[config.mk]
export PLATFORM = sky130hd
export DESIGN_NAME = pmu_event_counters_flat
export DESIGN_NICKNAME = d
export VERILOG_FILES = /design/src/rtl/pmu_event_counters_if.sv /design/src/rtl/pmu_event_counters.sv /design/src/flat_wrapper.sv
export SDC_FILE = /design/constraint.sdc
export NUM_CORES = 2
export LEC_CHECK = 0
export ABC_CLOCK_PERIOD_IN_PS = 3900
export BUFFER_PORTS_ARGS = -buffer_cell sky130_fd_sc_hd__buf_4
export CAP_MARGIN = 10
export CORE_ASPECT_RATIO = 1.5
export CORE_MARGIN = 2
export CORE_UTILIZATION = 38
export DETAILED_ROUTE_END_ITERATION = 6
export PLACE_DENSITY_LB_ADDON = 0.2
export REMOVE_ABC_BUFFERS = 1
export SLEW_MARGIN = 25
export SYNTH_ARGS = -nofsm -noshare
export SYNTH_HDL_FRONTEND = slang
export SYNTH_SLANG_ARGS = --single-unit
[constraint.sdc]
create_clock -name clk_i -period 3.9 [get_ports clk_i]
set_input_delay 0.78 -clock clk_i [delete_from_list [all_inputs] [get_ports clk_i]]
set_output_delay 0.78 -clock clk_i [all_outputs]
set_load 0.05 [all_outputs]
[src/rtl/pmu_event_counters_if.sv]
// PMU counter register-side bus: write port, overflow clear, irq mask in;
// counter values, sticky overflow flags and irq out. slave = counter bank.
interface pmu_event_counters_if #(
  parameter int N_COUNTERS    = 24,
  parameter int COUNTER_WIDTH = 32,
  parameter int IDX_W         = $clog2(N_COUNTERS)
);
  logic                                wr_en_i;
  logic [IDX_W-1:0]                    wr_idx_i;
  logic [COUNTER_WIDTH-1:0]            wr_data_i;
  logic [N_COUNTERS-1:0]               ovf_clr_i;
  logic [N_COUNTERS-1:0]               irq_mask_i;
  logic [N_COUNTERS*COUNTER_WIDTH-1:0] counters_o;
  logic [N_COUNTERS-1:0]               ovf_o;
  logic                                irq_o;

  modport master (
    output wr_en_i, wr_idx_i, wr_data_i,
    output ovf_clr_i, irq_mask_i,
    input  counters_o, ovf_o, irq_o
  );

  modport slave (
    input  wr_en_i, wr_idx_i, wr_data_i,
    input  ovf_clr_i, irq_mask_i,
    output counters_o, ovf_o, irq_o
  );
endinterface

[src/rtl/pmu_event_counters.sv]
// PMU event counter bank: registered event pipe, per-counter increment with
// write/clear precedence, sticky overflow flags and masked level irq.
// Ports: clk_i, rstn_i (async low), en_i, clear_i, events_i, bus (slave).
// Option: PMU_SATURATE_EN makes counters saturate at all-ones instead of wrap.
module pmu_event_counters #(
  parameter int N_COUNTERS    = 24,
  parameter int COUNTER_WIDTH = 32
) (
  input  logic                  clk_i,
  input  logic                  rstn_i,
  input  logic                  en_i,
  input  logic                  clear_i,
  input  logic [N_COUNTERS-1:0] events_i,
  pmu_event_counters_if.slave   bus
);
  localparam int IDX_W = $clog2(N_COUNTERS);
  localparam logic [COUNTER_WIDTH-1:0] ONES = '1;

  logic [N_COUNTERS-1:0]    event_q;
  logic [COUNTER_WIDTH-1:0] cnt_q [N_COUNTERS];
  logic [COUNTER_WIDTH-1:0] cnt_d [N_COUNTERS];
  logic [N_COUNTERS-1:0]    ovf_q, ovf_d;
  logic                     irq_q, irq_d;

  always_comb begin
    // A wrap in the same cycle re-sets the flag after the w1c.
    ovf_d = ovf_q & ~bus.ovf_clr_i;
    for (int i = 0; i < N_COUNTERS; i++) begin
      cnt_d[i] = cnt_q[i];
      if (bus.wr_en_i && bus.wr_idx_i == IDX_W'(i)) begin
        cnt_d[i] = bus.wr_data_i;
      end else if (event_q[i] && en_i) begin
        if (cnt_q[i] == ONES) begin
          ovf_d[i] = 1'b1;
`ifdef PMU_SATURATE_EN
          cnt_d[i] = ONES;
`else
          cnt_d[i] = '0;
`endif
        end else begin
          cnt_d[i] = cnt_q[i] + COUNTER_WIDTH'(1);
        end
      end
      if (clear_i) begin
        cnt_d[i] = '0;
        ovf_d[i] = 1'b0;
      end
    end
    irq_d = |(ovf_d & bus.irq_mask_i);
  end

  always_ff @(posedge clk_i or negedge rstn_i) begin
    if (!rstn_i) begin
      event_q <= '0;
      cnt_q   <= '{default: '0};
      ovf_q   <= '0;
      irq_q   <= 1'b0;
    end else begin
      event_q <= clear_i ? '0 : events_i;
      cnt_q   <= cnt_d;
      ovf_q   <= ovf_d;
      irq_q   <= irq_d;
    end
  end

  for (genvar g = 0; g < N_COUNTERS; g++) begin : g_out
    assign bus.counters_o[g*COUNTER_WIDTH +: COUNTER_WIDTH] = cnt_q[g];
  end

  assign bus.ovf_o = ovf_q;
  assign bus.irq_o = irq_q;
endmodule
[src/flat_wrapper.sv]
// flat-port wrapper written by rule: the top's interface ports become plain ports
module pmu_event_counters_flat 
#(
  parameter int N_COUNTERS    = 24,
  parameter int COUNTER_WIDTH = 32
)
  (clk_i, rstn_i, en_i, clear_i, events_i, bus_wr_en_i, bus_wr_idx_i, bus_wr_data_i, bus_ovf_clr_i, bus_irq_mask_i, bus_counters_o, bus_ovf_o, bus_irq_o);
  pmu_event_counters_if #(.N_COUNTERS(N_COUNTERS), .COUNTER_WIDTH(COUNTER_WIDTH)) bus_i ();
  input  logic clk_i;
  input  logic rstn_i;
  input  logic en_i;
  input  logic clear_i;
  input  logic [N_COUNTERS-1:0] events_i;
  input wire logic [$bits(bus_i.wr_en_i)-1:0] bus_wr_en_i;
  input wire logic [$bits(bus_i.wr_idx_i)-1:0] bus_wr_idx_i;
  input wire logic [$bits(bus_i.wr_data_i)-1:0] bus_wr_data_i;
  input wire logic [$bits(bus_i.ovf_clr_i)-1:0] bus_ovf_clr_i;
  input wire logic [$bits(bus_i.irq_mask_i)-1:0] bus_irq_mask_i;
  output wire logic [$bits(bus_i.counters_o)-1:0] bus_counters_o;
  output wire logic [$bits(bus_i.ovf_o)-1:0] bus_ovf_o;
  output wire logic [$bits(bus_i.irq_o)-1:0] bus_irq_o;
  assign bus_i.wr_en_i = bus_wr_en_i;
  assign bus_i.wr_idx_i = bus_wr_idx_i;
  assign bus_i.wr_data_i = bus_wr_data_i;
  assign bus_i.ovf_clr_i = bus_ovf_clr_i;
  assign bus_i.irq_mask_i = bus_irq_mask_i;
  assign bus_counters_o = bus_i.counters_o;
  assign bus_ovf_o = bus_i.ovf_o;
  assign bus_irq_o = bus_i.irq_o;
  pmu_event_counters #(.N_COUNTERS(N_COUNTERS), .COUNTER_WIDTH(COUNTER_WIDTH)) u_core (.clk_i(clk_i), .rstn_i(rstn_i), .en_i(en_i), .clear_i(clear_i), .events_i(events_i), .bus(bus_i));
endmodule
==> results.cfg <==
[status]
status = complete, but fails checks
violations = DRC

[synth]
synthSimpleGateAreaFrac_pct = 29.4
ys_types = 81
synth.avg_cell_area_um2 = 8.01
synth_top_family_by_area = simple AND/OR/NAND/NOR gates
synth_xor_area_share_pct = 5.21
syn-cell-area_um2 = 52100
syn_inst = 6505
yosys_register_bits = 817
synth_edf_count = 0
ys.flop_type = dfrtp_1
ys_seq_area_share_pct = 39.2
synth_compound_area_share_pct = 21.6
synth_top_area_share_pct = 39.2
ys_warn_count = 0
synthAdderAreaFrac_pct = 0.576
synth_top_area_cell = dfrtp_1
synth-async-reset-ratio_pct = 100
yosys-top-cells-area = dfrtp_1 39%, nor2_1 5.9%, o21ai_0 4.9%
synthMuxAreaShare_pct = 0.204

[timing]
finalCritPeriodShare_pct = 81.2
relSlewSlack_pct = 22.7
tns_ps = 0
setup_viol = 0
timing_hold_violations_final = 0
fin_crit_ps = 3170
clock_skew_ps = 21.3
rsz0062_at_grt = no
max_freq_ghz = 0.316
max_slew.worst_pin.slew_ps = 1150
finalMaxSlewViolations = 0

[power_and_ir_drop]
power_mw = 21.0
clockPowerShare_pct = 43.6
seqPwrFrac_pct = 42.8
p_leak_nw = 26.7
swShare_pct = 30.9
power_frac_comb_pct = 13.7
p_int_mw = 14.5
p_sw_mw = 6.48
ir_worst_vdd_uv = 320
pwr_density_cell_nw_per_um2 = 326

[critical_path]
r2r_end = u_core.bus.counters_o[105]
worstPathCellList = ha_1, nand2_1, or4_1, nor2_1, nand2_1, o21ai_0, o21ai_0, a221o_1
r2r-start = u_core.bus.counters_o[97]
critPathCaptureType = flip-flop
cp.required_ps = 4490
cp.buffers_inverters = 0
cpMaxStageDelayCell = or4_1
start_kind = flip-flop
worstPathArrival_ps = 3760
r2r_cells = 8
cpPeakStageDelay_ps = 610
path_class = reg -> reg
r2r_setup_slack_ps = 730
critPathMaxFanout = 6
crit_family = simple AND/OR/NAND/NOR gates

[floorplan]
die_w_um = 306
core_region_area_um2 = 136000
std_cell_rows = 166
ioPinCount = 907
start_util_pct = 38.3
dieArea_um2 = 140000
chipHeight_um = 458

[grt]
grt_overflow = 0
antenna_found_initial = 19
grt_pass1_vias = 54900
grt_pass1_wl_mm = 396
grt_usage_pct = 38.2
grt_max_degree = 121

[routing]
wl_per_cell_um = 30.5
dr.pass1.iters = 7
drt_wl_total_mm = 279
routed_via_density = 6.49
antenna_left = 0
drtIter0Drc = 7029
via_count = 59200
route.detailed.drc = 12

[clock_tree]
htreeDepth = 3
cts_buffers = 89
cts_setup_buffers = 0
clock_latency_ps = 730
cts_hold_buf = 0
cts-root-buf = clkbuf_16
cts.clk_slew.worst_paths_ps = 70
cts_resized = 0
cts_buffer_depth = 3
tritoncts = built
clock_sinks = 817

[final_layout]
num-nets-final = 7417
area_growth_pct = 23.6
fin_util_pct = 47.3
layout-drive-gt1-share_pct = 18.2
fillCellCount = 13400

[placement]
numPortBuffers = 906
globalplace.congestion = 0.980
hpwl_mm = 191

[min_path]
hp-class = in -> async

[flow_run]
cap_violations = 0
## through the flow
step	worst slack (ps)	hold slack, ps	area [µm²]	cells
2_1_floorplan	-416	484	50500	6067
3_3_place_gp	174	535	61400	8952
3_5_place_dp	194	541	61400	8952
4_1_cts	803	70.4	64400	9115
5_1_grt	580	81.6	64400	9118
6_report	734	49.2	64400	9127
## synth_stat cells (13+ instances only)
cell / number
and4_1: 80
a221o_1: 13
a221oi_1: 24
a311oi_1: 73
inv_1: 83
nand4b_1: 22
a32oi_1: 13
nor3_1: 319
a31o_2: 13
nand3b_1: 18
a211oi_1: 275
clkbuf_1: 403
or4_1: 32
o311ai_0: 22
and2_1: 54
dfrtp_1: 817
o211a_1: 22
nand3_1: 372
ha_1: 24
o31ai_1: 37
nand2_1: 626
nand4_1: 232
nor2b_1: 71
a22o_1: 33
o311a_1: 31
and3_1: 169
o22ai_1: 54
xor2_1: 176
a21oi_1: 337
nor3b_1: 33
o211ai_1: 45
buf_1: 27
nand2b_1: 29
or2_2: 16
xnor2_1: 134
nor2_1: 817
or3_1: 56
a22oi_1: 44
a31oi_1: 55
a21o_1: 14
nor4_1: 109
o21ai_0: 515
## cells in the final DEF (no fill, tap or decap), drive strengths merged, types with 80 or more instances in the layout
master	count
inv	86
and4	80
nor3	319
buf	1121
a211oi	275
xnor2	134
nand3	372
nand2	626
dfrtp	817
clkbuf	135
xor2	176
a21oi	337
and3	169
nor2	817
nor4	115
nand4	232
o21ai	523
## cell families after synthesis
group,Yosys count
fa+ha+maj,24
flops,817
xor+xnor,310
buf+inv,521
compound gates,1733
simple gates,3090
mux,10
## sequential cells by signal (all words and copies together), names as in the netlist
name,cells
u_core.bus.counters_o,768
u_core.bus.ovf_o,24
u_core.event_q,24
u_core.bus.irq_o,1
## cell type report
cell class / count / area [µm²] / area share, %
repair buffers: 1121 / 8640 / 13.4
inverters: 83 / 314 / 0.487
flip-flops and latches: 817 / 20400 / 31.7
clock buffers: 135 / 2690 / 4.18
diodes: 12 / 30.0 / 0.0466
multi-input cells: 5167 / 29800 / 46.3
clock inverters: 28 / 304 / 0.472
well taps: 1764 / 2210 / 3.42
## power by group through the flow
stage          clock network, mW  registers, mW  logic [mW]
6_report                    9.14           8.98        2.86
3_3_place_gp                   0           9.11        2.80
2_1_floorplan                  0           9.59       0.628
4_1_cts                     9.23           8.96        2.83
5_1_grt                     9.51           8.99        2.96
3_5_place_dp                   0           9.11        2.82
## worst max path at each step
| stage | startpoint | endpoint | slack [ps] | cells after the start |
|---|---|---|---|---|
| final | u_core.bus.counters_o[97] | u_core.bus.counters_o[105] | 730 | 8 |
| after global routing | u_core.bus.counters_o[704] | u_core.bus.counters_o[715] | 580 | 8 |
| after CTS | u_core.bus.counters_o[97] | u_core.bus.counters_o[105] | 800 | 8 |
| after detailed placement | bus_wr_idx_i[1] | u_core.bus.counters_o[26] | 190 | 8 |
| after global placement | bus_wr_idx_i[4] | u_core.bus.irq_o | 170 | 8 |
| after floorplan | bus_wr_idx_i[4] | u_core.bus.counters_o[411] | -420 | 6 |
## per-layer routing
| metal | GRT usage [%] | vias to the layer above | share of wire, % |
|---|---|---|---|
| met5 | 0 | - | 0.030 |
| met4 | 28.0 | 14 | 8.3 |
| met3 | 10.5 | 824 | 11 |
| met2 | 58.7 | 3504 | 44 |
| met1 | 45.8 | 29200 | 36 |
| li1 | - | 25700 | - |
(Power assumes the default switching activity.)
